### src/rtl/pulse_window_gen_pkg.sv
// Shared constants and state encoding for the pulse window generator.
package pulse_window_gen_pkg;

  localparam int DEFAULT_CNT_W = 32;
  localparam int MIN_PERIOD    = 2;

  typedef enum logic [1:0] {
    IDLE = 2'd0,
    LOAD = 2'd1,
    RUN  = 2'd2
  } state_e;

endpackage

### src/rtl/pulse_window_gen_if.sv
// Configuration/status bundle between firmware-side logic and the pulse window generator.
interface pulse_window_gen_if
  import pulse_window_gen_pkg::*;
#(
  parameter int CNT_W = DEFAULT_CNT_W
);

  logic             enable;
  logic             sync_in;
  logic [CNT_W-1:0] period;
  logic [CNT_W-1:0] condition_lower;
  logic [CNT_W-1:0] condition_upper;
  logic             pulse_out;
  logic             period_start;
  logic             update_ack;
  logic             cfg_err;
  logic             running;

  modport master (
    output enable, sync_in, period, condition_lower, condition_upper,
    input  pulse_out, period_start, update_ack, cfg_err, running
  );

  modport slave (
    input  enable, sync_in, period, condition_lower, condition_upper,
    output pulse_out, period_start, update_ack, cfg_err, running
  );

endinterface

### src/rtl/pulse_window_gen_phase_counter.sv
// Free-running phase counter: counts 0..term_i while running, with synchronous clear.
module pulse_window_gen_phase_counter
  import pulse_window_gen_pkg::*;
#(
  parameter int CNT_W = DEFAULT_CNT_W
) (
  input  logic             clk,
  input  logic             reset,
  input  logic             clear_i,
  input  logic             run_i,
  input  logic [CNT_W-1:0] term_i,
  output logic [CNT_W-1:0] cnt_o,
  output logic             wrap_o
);

  logic [CNT_W-1:0] cnt_q;
  logic [CNT_W-1:0] cnt_d;

  assign wrap_o = run_i & (cnt_q == term_i);
  assign cnt_o  = cnt_q;

  always_comb begin
    cnt_d = cnt_q;
    if (clear_i || wrap_o) begin
      cnt_d = '0;
    end else if (run_i) begin
      cnt_d = cnt_q + CNT_W'(1);
    end
  end

  always_ff @(posedge clk or negedge reset) begin
    if (!reset) begin
      cnt_q <= '0;
    end else begin
      cnt_q <= cnt_d;
    end
  end

endmodule

### src/rtl/pulse_window_gen.sv
// Generates a pulse inside [lower, upper) of a programmable period; new settings
// take effect only at a period boundary (wrap or sync) so the output never glitches.
module pulse_window_gen
  import pulse_window_gen_pkg::*;
#(
  parameter int CNT_W = DEFAULT_CNT_W
) (
  input  logic              clk,
  input  logic              reset,
  pulse_window_gen_if.slave bus
);

  localparam logic [CNT_W-1:0] MinPeriod = CNT_W'(MIN_PERIOD);

  state_e           state_q;
  logic [CNT_W-1:0] period_q;
  logic [CNT_W-1:0] lower_q;
  logic [CNT_W-1:0] upper_q;
  logic             cfg_err_q;
  logic             pulse_q;
  logic             pstart_q;
  logic             ack_q;
  logic             running_q;

  logic [CNT_W-1:0] cnt;
  logic             wrap;
  logic             in_run;
  logic             reload;
  logic             cnt_clear;
  logic             new_bad_period;
  logic             new_cfg_err;
  logic             in_window;

  assign in_run         = (state_q == RUN);
  // A wrap and a sync in the same cycle collapse into one reload.
  assign reload         = bus.enable & ((state_q == LOAD) | (in_run & (wrap | bus.sync_in)));
  assign cnt_clear      = ~in_run | ~bus.enable | bus.sync_in;
  assign new_bad_period = (bus.period < MinPeriod);
  assign new_cfg_err    = new_bad_period | (bus.condition_lower >= bus.condition_upper);
  assign in_window      = (cnt >= lower_q) & (cnt < upper_q);

  pulse_window_gen_phase_counter #(
    .CNT_W (CNT_W)
  ) u_phase_counter (
    .clk     (clk),
    .reset   (reset),
    .clear_i (cnt_clear),
    .run_i   (in_run),
    .term_i  (period_q - CNT_W'(1)),
    .cnt_o   (cnt),
    .wrap_o  (wrap)
  );

  always_ff @(posedge clk or negedge reset) begin
    if (!reset) begin
      state_q   <= IDLE;
      period_q  <= '0;
      lower_q   <= '0;
      upper_q   <= '0;
      cfg_err_q <= 1'b0;
      pulse_q   <= 1'b0;
      pstart_q  <= 1'b0;
      ack_q     <= 1'b0;
      running_q <= 1'b0;
    end else begin
      pulse_q   <= in_run & ~cfg_err_q & in_window;
      pstart_q  <= in_run & (cnt == '0);
      running_q <= in_run;
      ack_q     <= reload;
      if (reload) begin
        period_q  <= bus.period;
        lower_q   <= bus.condition_lower;
        upper_q   <= bus.condition_upper;
        cfg_err_q <= new_cfg_err;
      end
      if (!bus.enable) begin
        state_q <= IDLE;
      end else begin
        case (state_q)
          IDLE:    state_q <= LOAD;
          LOAD:    state_q <= new_bad_period ? IDLE : RUN;
          RUN:     if (reload && new_bad_period) state_q <= IDLE;
          default: state_q <= IDLE;
        endcase
      end
    end
  end

  assign bus.pulse_out    = pulse_q;
  assign bus.period_start = pstart_q;
  assign bus.update_ack   = ack_q;
  assign bus.cfg_err      = cfg_err_q;
  assign bus.running      = running_q;

endmodule

### src/flat_wrapper.sv
// flat-port wrapper written by rule: the top's interface ports become plain ports
module pulse_window_gen_flat import pulse_window_gen_pkg::*;
#(
  parameter int CNT_W = DEFAULT_CNT_W
)
  (clk, reset, bus_enable, bus_sync_in, bus_period, bus_condition_lower, bus_condition_upper, bus_pulse_out, bus_period_start, bus_update_ack, bus_cfg_err, bus_running);
  pulse_window_gen_if #(.CNT_W(CNT_W)) bus_i ();
  input  logic clk;
  input  logic reset;
  input wire logic [$bits(bus_i.enable)-1:0] bus_enable;
  input wire logic [$bits(bus_i.sync_in)-1:0] bus_sync_in;
  input wire logic [$bits(bus_i.period)-1:0] bus_period;
  input wire logic [$bits(bus_i.condition_lower)-1:0] bus_condition_lower;
  input wire logic [$bits(bus_i.condition_upper)-1:0] bus_condition_upper;
  output wire logic [$bits(bus_i.pulse_out)-1:0] bus_pulse_out;
  output wire logic [$bits(bus_i.period_start)-1:0] bus_period_start;
  output wire logic [$bits(bus_i.update_ack)-1:0] bus_update_ack;
  output wire logic [$bits(bus_i.cfg_err)-1:0] bus_cfg_err;
  output wire logic [$bits(bus_i.running)-1:0] bus_running;
  assign bus_i.enable = bus_enable;
  assign bus_i.sync_in = bus_sync_in;
  assign bus_i.period = bus_period;
  assign bus_i.condition_lower = bus_condition_lower;
  assign bus_i.condition_upper = bus_condition_upper;
  assign bus_pulse_out = bus_i.pulse_out;
  assign bus_period_start = bus_i.period_start;
  assign bus_update_ack = bus_i.update_ack;
  assign bus_cfg_err = bus_i.cfg_err;
  assign bus_running = bus_i.running;
  pulse_window_gen #(.CNT_W(CNT_W)) u_core (.clk(clk), .reset(reset), .bus(bus_i));
endmodule
### config.mk
export PLATFORM = sky130hd
export DESIGN_NAME = pulse_window_gen_flat
export DESIGN_NICKNAME = d
export VERILOG_FILES = /design/src/rtl/pulse_window_gen_pkg.sv /design/src/rtl/pulse_window_gen_if.sv /design/src/rtl/pulse_window_gen_phase_counter.sv /design/src/rtl/pulse_window_gen.sv /design/src/flat_wrapper.sv
export SDC_FILE = /design/constraint.sdc
export NUM_CORES = 1
export LEC_CHECK = 0
export CORE_AREA = 2 2 160 162
export CTS_BUF_LIST = sky130_fd_sc_hd__clkbuf_4 sky130_fd_sc_hd__clkbuf_8
export DETAILED_ROUTE_END_ITERATION = 10
export DIE_AREA = 0 0 162 164
export PLACE_DENSITY = 0.57
export SYNTH_ARGS = -nofsm -noshare
export SYNTH_HDL_FRONTEND = slang
export SYNTH_HIERARCHICAL = 1
export SYNTH_SLANG_ARGS = --single-unit
export TNS_END_PERCENT = 100
### constraint.sdc
create_clock -name clk -period 5 [get_ports clk]
set_input_delay 0.5 -clock clk [delete_from_list [all_inputs] [get_ports clk]]
set_output_delay 0.5 -clock clk [all_outputs]
set_load 0.005 [all_outputs]
==> flow_metrics.py, run 1 <==
metrics = {
    "clocking": {
        "clk_transition_reported_paths_ps": 80,
        "cts_setup_buffers": 0,
        "h-tree-depth": 4,
        "tritoncts_clock_tree": "done",
        "cts_hold_buffers": 0,
        "root_buffer_master": "clkbuf_8",
        "count_of_clock_tree_sinks": 135,
        "clkLatencyLatePin_ps": 470,
        "tritoncts.num_buffers": 17,
        "cts.repair.resized": 0,
        "clk_path_buf_depth": 2,
    },
    "worst_setup_path": {
        "worst_setup_path_end_kind": "flop",
        "criticalPathCategory": "reg -> reg",
        "critical_path_peak_fanout": 96,
        "critical_path_arrival_ps": 4830,
        "required_arrival_time_at_the_worst_endpoint_ps": 5370,
        "timing.critical_path.from_type": "flop",
    },
    "power_and_ir_drop": {
        "swShare": 0.346,
        "pwr-share-clk": 0.272,
        "p_leak_nw": 5.01,
        "vdd_drop_max_uv": 146,
        "pwr-share-seq": 0.438,
        "power.density_nw_per_um2": 331,
        "power_switching_mw": 1.22,
        "pwr-share-comb": 0.290,
        "internal_power_mw": 2.30,
        "total_chip_power_mw": 3.52,
    },
    "global_route": {
        "grt_max_degree": 97,
        "globalRoute.totalOverflow": 0,
        "first_global_vias": 7103,
        "grtUsageTotal": 0.172,
        "initial_antenna_violation_count": 0,
        "grt_first_pass_wirelength_mm": 36.1,
    },
    "yosys": {
        "netlist-cell-type-count": 60,
        "synth-seq-cells": 135,
        "syn_avg_cell_area_um2": 8.70,
        "synthesis.nets": 1211,
        "yosysSeqAreaShare": 0.383,
        "synth-edff-count": 0,
        "syn-cell-area_um2": 8830,
        "ys_async_sr_fraction": 1.00,
        "synth_top_flop_cell": "dfrtp_1",
        "number_of_warnings_printed_during_yosys_synthesis": 6,
        "post_synth_inst_count": 1014,
    },
    "run_status": {
        "status": "completed",
    },
    "place": {
        "dp.final_hpwl_mm": 16.9,
        "gp_routability_congestion": 0.832,
        "placedCellCount": 1421,
        "io_buffer_count": 104,
    },
    "job": {
        "max-cap-violations": 0,
    },
    "floorplan": {
        "core.rowCount": 58,
        "ios": 105,
        "dieHeight_um": 164,
        "core_area_um2": 24800,
        "full_die_area_um2": 26600,
        "chipWidth_um": 162,
        "start_util": 0.356,
    },
    "detailed_routing": {
        "route.detailed.vias_per_inst": 4.94,
        "wire_per_inst_um": 15.1,
        "detail_route.wirelength_mm": 21.9,
        "drt_first_iter_violations": 384,
        "final_antenna_net_count": 0,
        "detailroute.via_count": 7174,
        "drt-pass1-iter-count": 4,
        "route.detailed.drc": 0,
    },
    "finish": {
        "stdcell_count": 1452,
        "highest_count_cells_in_the_layout_ignoring_fill_and_taps": "nand2_1 (198), dfrtp_1 (135), inv_1 (107)",
        "seq_area_um2": 3380,
        "final.fill_count": 2487,
        "final_net_count": 1307,
        "multi_input_comb_area_um2": 4890,
        "insertedDiodeCount": 0,
        "area_growth_from_synthesis_to_layout_pct": 20.3,
        "final_layout_size_suffix_gt1_frac": 0.0579,
        "layout.cells.most_common": "nand2_1",
    },
    "worst_hold_path": {
        "min-delay-path-class": "in -> async",
    },
    "timing": {
        "setup_tns_ps": 0,
        "maxClockFrequency_mhz": 224,
        "setup_viol": 0,
        "timing_hold_violations_final": 0,
        "worst_clock_skew_ps": 17.0,
        "worst_pin_slew_ps": 880,
        "grt_setup_unrepaired": "false",
        "max-slew-margin-rel": 0.414,
        "final.period_utilization": 0.892,
        "timing_max_transition_violations_final": 0,
        "period_minus_slack_ps": 4460,
    },
}
[synthesized netlist by cell type (all sizes together) (2+ instances only)]
library cell	n	area [um2]
o21a	4	30.0
o31ai	3	27.5
or3	3	23.8
nand3b	4	30.0
nand4	30	224
nor4	38	318
a221oi	4	35.0
xor2	56	490
ha	97	1210
nand2b	8	50.1
and2	4	25.0
and3	2	12.5
a211oi	5	37.5
nor3	20	111
dfrtp	135	3380
a21o	4	30.0
nand3	24	133
nand2	199	747
xnor2	33	297
clkbuf	21	78.8
buf	11	82.6
and4	4	37.5
o21ai	78	390
nor2	60	228
or4	8	63.8
a2111oi	2	17.5
or2	4	27.5
inv	108	405
a21oi	31	155
nor3b	2	26.3
[worst max-delay path, stage by stage (launching register included)]
cell,delay [ps]
dfrtp_1,400
inv_1,130
ha_1,210
or4b_1,530
nor4_4,280
nand3_1,210
nor2_1,220
nand2_1,100
xnor2_1,150
xor2_1,160
nor4_1,280
nand4_1,220
nor3_1,250
nor2_1,70
o21ai_0,200
nand2_2,110
buf_12,230
inv_2,150
buf_12,220
nand2_1,90
o21ai_0,80
[registers in the layout, summed over array words and instances (netlist names)]
name                          cells
u_core/bus.cfg_err                1
u_core/bus.period_start           1
u_core/bus.pulse_out              1
u_core/bus.running                1
u_core/bus.update_ack             1
u_core/lower_q                   32
u_core/period_q                  32
u_core/state_q                    2
u_core/u_phase_counter/cnt_o     32
u_core/upper_q                   32
[final cells by class]
class                      count  share of cell area
multi-input combinational    739               0.461
clock inverter                12              0.0145
sequential                   135               0.318
inverter                     108              0.0382
clock buffer                  19              0.0240
timing repair buffer         109               0.105
tap                          330              0.0389
[per-stage QoR]
stage	hold slack, ps	instance area (um2)	util	worst slack (ps)
2_1_floorplan	204	8830	-	1040
3_3_place_gp	434	10200	0.411	703
5_1_grt	204	10600	0.428	84.1
4_1_cts	165	10600	0.428	542
3_5_place_dp	443	10200	0.411	561
6_report	143	10600	0.428	541
[kinds of logic (layout without fill, tap and decap cells)]
| group | count (synthesis) | after routing | synth area share |
|---|---|---|---|
| buffers and inverters | 140 | 248 | 0.0642 |
| muxes | 1 | 1 | 0.00113 |
| AOI/OAI and AO/OA | 139 | 139 | 0.0893 |
| adders and majority gates | 97 | 97 | 0.138 |
| xor gates and xnor gates | 89 | 89 | 0.0892 |
| DFF | 135 | 135 | 0.383 |
| and+or+nand+nor | 413 | 413 | 0.236 |
[path summary, 6_finish.rpt]
path	endpoint	depth (start not counted)	slack (ps)	start
min in group clk	u_core/state_q[0]$_DFFE_PN0P_	1	460	u_core/state_q[0]$_DFFE_PN0P_
max reg2reg	u_core/lower_q[21]$_DFFE_PN0P_	20	540	u_core/period_q[0]$_DFFE_PN0P_
max in group asynchronous	u_core/u_phase_counter/cnt_o[19]$_DFFE_PN0P_	2	3750	reset
min	u_core/lower_q[17]$_DFFE_PN0P_	1	140	reset
min reg2reg	u_core/state_q[0]$_DFFE_PN0P_	1	460	u_core/state_q[0]$_DFFE_PN0P_
max	u_core/lower_q[21]$_DFFE_PN0P_	20	540	u_core/period_q[0]$_DFFE_PN0P_
[power groups by stage]
stage / Combinational [mW] / Clock (mW) / Sequential (mW)
2_1_floorplan: 0.708 / 0 / 1.50
3_3_place_gp: 1.01 / 0 / 1.55
3_5_place_dp: 1.03 / 0 / 1.56
4_1_cts: 1.04 / 0.980 / 1.54
5_1_grt: 1.18 / 1.03 / 1.58
6_report: 1.02 / 0.957 / 1.54
[metal layers]
layer / track usage / part of all wire / vias up
li1: - / - / 3639
met1: 0.232 / 0.48 / 3384
met2: 0.282 / 0.47 / 127
met3: 0.0354 / 0.038 / 24
met4: 0.0463 / 0.015 / 0
met5: 0 / 0 / -
(Power assumes the default switching activity.)
==> run 2: changes to the inputs <==
CAP_MARGIN = 5   (was default)
GPL_ROUTABILITY_DRIVEN = 0   (was default)
==> results of run 2 <==
No change in the layout: final DEF, timing and power equal those of run 1.
==> run 3: changes to the inputs <==
CORE_AREA = 10 10 168 170   (was 2 2 160 162)
DIE_AREA = 0 0 178 180   (was 0 0 162 164)
==> run 3 against run 2 <==
Net effect:
- sequential cell count unchanged
- via count decreased by 0.89%
- clock skew decreased by 5.9 ps
- critical endpoint is now u_core/lower_q[26]$_DFFE_PN0P_
- clock power decreased by 10%
- power decreased by 2.9%
- largest cell class unchanged
==> flow_metrics.py, run 3 (synthesized netlist as in run 1, its figures left out) <==
metrics = {
    "clocking": {
        "tritoncts_clock_tree": "done",
        "cts_hold_buffers": 0,
        "clkLatencyLatePin_ps": 440,
        "tritoncts.num_buffers": 17,
        "clk_path_buf_depth": 2,
        "count_of_clock_tree_sinks": 135,
        "h-tree-depth": 4,
        "root_buffer_master": "clkbuf_8",
        "clk_transition_reported_paths_ps": 70,
    },
    "power_and_ir_drop": {
        "vdd_drop_max_uv": 133,
        "power.density_nw_per_um2": 323,
        "p_leak_nw": 5.01,
    },
    "timing": {
        "max-slew-margin-rel": 0.406,
        "grt_setup_unrepaired": "false",
        "final.period_utilization": 0.902,
        "maxClockFrequency_mhz": 222,
        "period_minus_slack_ps": 4510,
        "worst_clock_skew_ps": 11.1,
        "setup_viol": 0,
        "postLayoutSetupSlackWorst_ps": 492,
        "timing_max_transition_violations_final": 0,
        "worst_pin_slew_ps": 891,
        "setup_tns_ps": 0,
        "timing_hold_violations_final": 0,
    },
    "worst_setup_path": {
        "criticalPathCategory": "reg -> reg",
        "worst-path-buf-inv": 4,
        "worst_setup_path_end_kind": "flop",
        "critical_path_arrival_ps": 4860,
        "critical_path_peak_fanout": 58,
        "required_arrival_time_at_the_worst_endpoint_ps": 5350,
        "crit_chain": "inv_1 -> ha_1 -> or4b_1 -> nor4_4 -> nand3_1 -> nor2_1 -> nand2_1 -> xnor2_1 -> xor2_1 -> nor4_1 -> nand4_1 -> nor3_1 -> nor2_1 -> o21ai_0 -> nand2_2 -> buf_4 -> inv_2 -> buf_12 -> nand2_1 -> o21ai_0",
        "timing.critical_path.from_type": "flop",
        "crit_path_max_incr_delay_ps": 530,
        "critical_path.top_delay_family": "simple AND/OR/NAND/NOR gates",
        "cpMaxStageDelayCell": "or4b_1",
    },
    "detailed_routing": {
        "detail_route.wirelength_mm": 22.9,
        "drt_first_iter_violations": 341,
        "route.detailed.drc": 0,
        "wire_per_inst_um": 15.8,
        "final_antenna_net_count": 0,
        "drt-pass1-iter-count": 5,
        "route.detailed.vias_per_inst": 4.90,
        "detailroute.via_count": 7110,
    },
    "finish": {
        "final_net_count": 1308,
        "final_layout_size_suffix_gt1_frac": 0.0571,
        "insertedDiodeCount": 0,
        "area_growth_from_synthesis_to_layout_pct": 19.6,
        "highest_count_cells_in_the_layout_ignoring_fill_and_taps": "nand2_1 (198), dfrtp_1 (135), inv_1 (107)",
        "stdcell_count": 1451,
        "layout.cells.most_common": "nand2_1",
        "final.fill_count": 2534,
    },
    "floorplan": {
        "core_area_um2": 24900,
        "ios": 105,
        "core.rowCount": 58,
        "dieHeight_um": 180,
        "chipWidth_um": 178,
        "start_util": 0.355,
        "full_die_area_um2": 32000,
    },
    "worst_hold_path": {
        "min-delay-path-class": "in -> async",
    },
    "place": {
        "placedCellCount": 1422,
        "dp.final_hpwl_mm": 18.0,
        "post-place-ws_ps": 478,
        "io_buffer_count": 104,
    },
    "global_route": {
        "grt_max_degree": 97,
        "grtUsageTotal": 0.146,
        "first_global_vias": 7299,
        "initial_antenna_violation_count": 0,
        "grt_first_pass_wirelength_mm": 38.0,
        "globalRoute.totalOverflow": 0,
    },
    "job": {
        "max-cap-violations": 0,
    },
    "run_status": {
        "status": "completed",
    },
}
run 3: layer usage:
layer / global-route usage / share of wire / vias up
met4: 0.0300 / 0.0097 / 0
met1: 0.193 / 0.48 / 3361
met5: 0 / 0 / -
met2: 0.237 / 0.48 / 114
li1: - / - / 3621
met3: 0.0319 / 0.036 / 14
run 3: power by group:
| group | internal, mW | switching (mW) |
|---|---|---|
| clock network | 0.458 | 0.402 |
| registers | 1.35 | 0.193 |
| logic | 0.445 | 0.570 |
| total | 2.25 | 1.16 |
run 3: worst reg2reg max path, cell delays in order (launching register included):
cell     delay (ps)
dfrtp_1         390
inv_1           120
ha_1            210
or4b_1          530
nor4_4          280
nand3_1         200
nor2_1          200
nand2_1         100
xnor2_1         150
xor2_1          160
nor4_1          300
nand4_1         230
nor3_1          250
nor2_1           80
o21ai_0         190
nand2_2          90
buf_4           270
inv_2           190
buf_12          240
nand2_1         160
o21ai_0          90
run 3: final timing paths:
kind                                                startpoint                         endpoint  slack [ps]  depth (start not counted)
min in group clk                 u_core/state_q[0]$_DFFE_PN0P_    u_core/state_q[0]$_DFFE_PN0P_         450                          1
max in group asynchronous                                reset  u_core/bus.update_ack$_DFF_PN0_        3780                          2
worst max register to register  u_core/period_q[0]$_DFFE_PN0P_   u_core/lower_q[26]$_DFFE_PN0P_         490                         20
worst min register to register   u_core/state_q[0]$_DFFE_PN0P_    u_core/state_q[0]$_DFFE_PN0P_         450                          1
worst min-delay path                                     reset   u_core/upper_q[15]$_DFFE_PN0P_         150                          1
worst max-delay path            u_core/period_q[0]$_DFFE_PN0P_   u_core/lower_q[26]$_DFFE_PN0P_         490                         20
run 3: layout make-up:
class,instances,area (um2),area share
multi-input cells,739,4890,0.463
clock buffers,25,319,0.0302
clock inverters,4,45.0,0.00427
flip-flops and latches,135,3380,0.320
inverters,108,405,0.0384
well taps,330,413,0.0391
repair buffers,110,1100,0.105
run 3: metrics by stage:
| stage | instance area, um2 | total power, mW | hold WS (ps) | utilization |
|---|---|---|---|---|
| final | 10600 | 3.41 | 148 | 0.424 |
| after global routing | 10600 | 3.69 | 212 | 0.424 |
| after CTS | 10600 | 3.46 | 185 | 0.424 |
| after detailed placement | 10200 | 2.59 | 439 | 0.409 |
| after global placement | 10200 | 2.56 | 436 | 0.409 |
| after floorplan | 8830 | 2.21 | 204 | - |
run 3: timing repair:
item	in CTS	in global routing
setup endpoints to repair	0	14
setup buffers	0	0
gates resized for setup	0	1
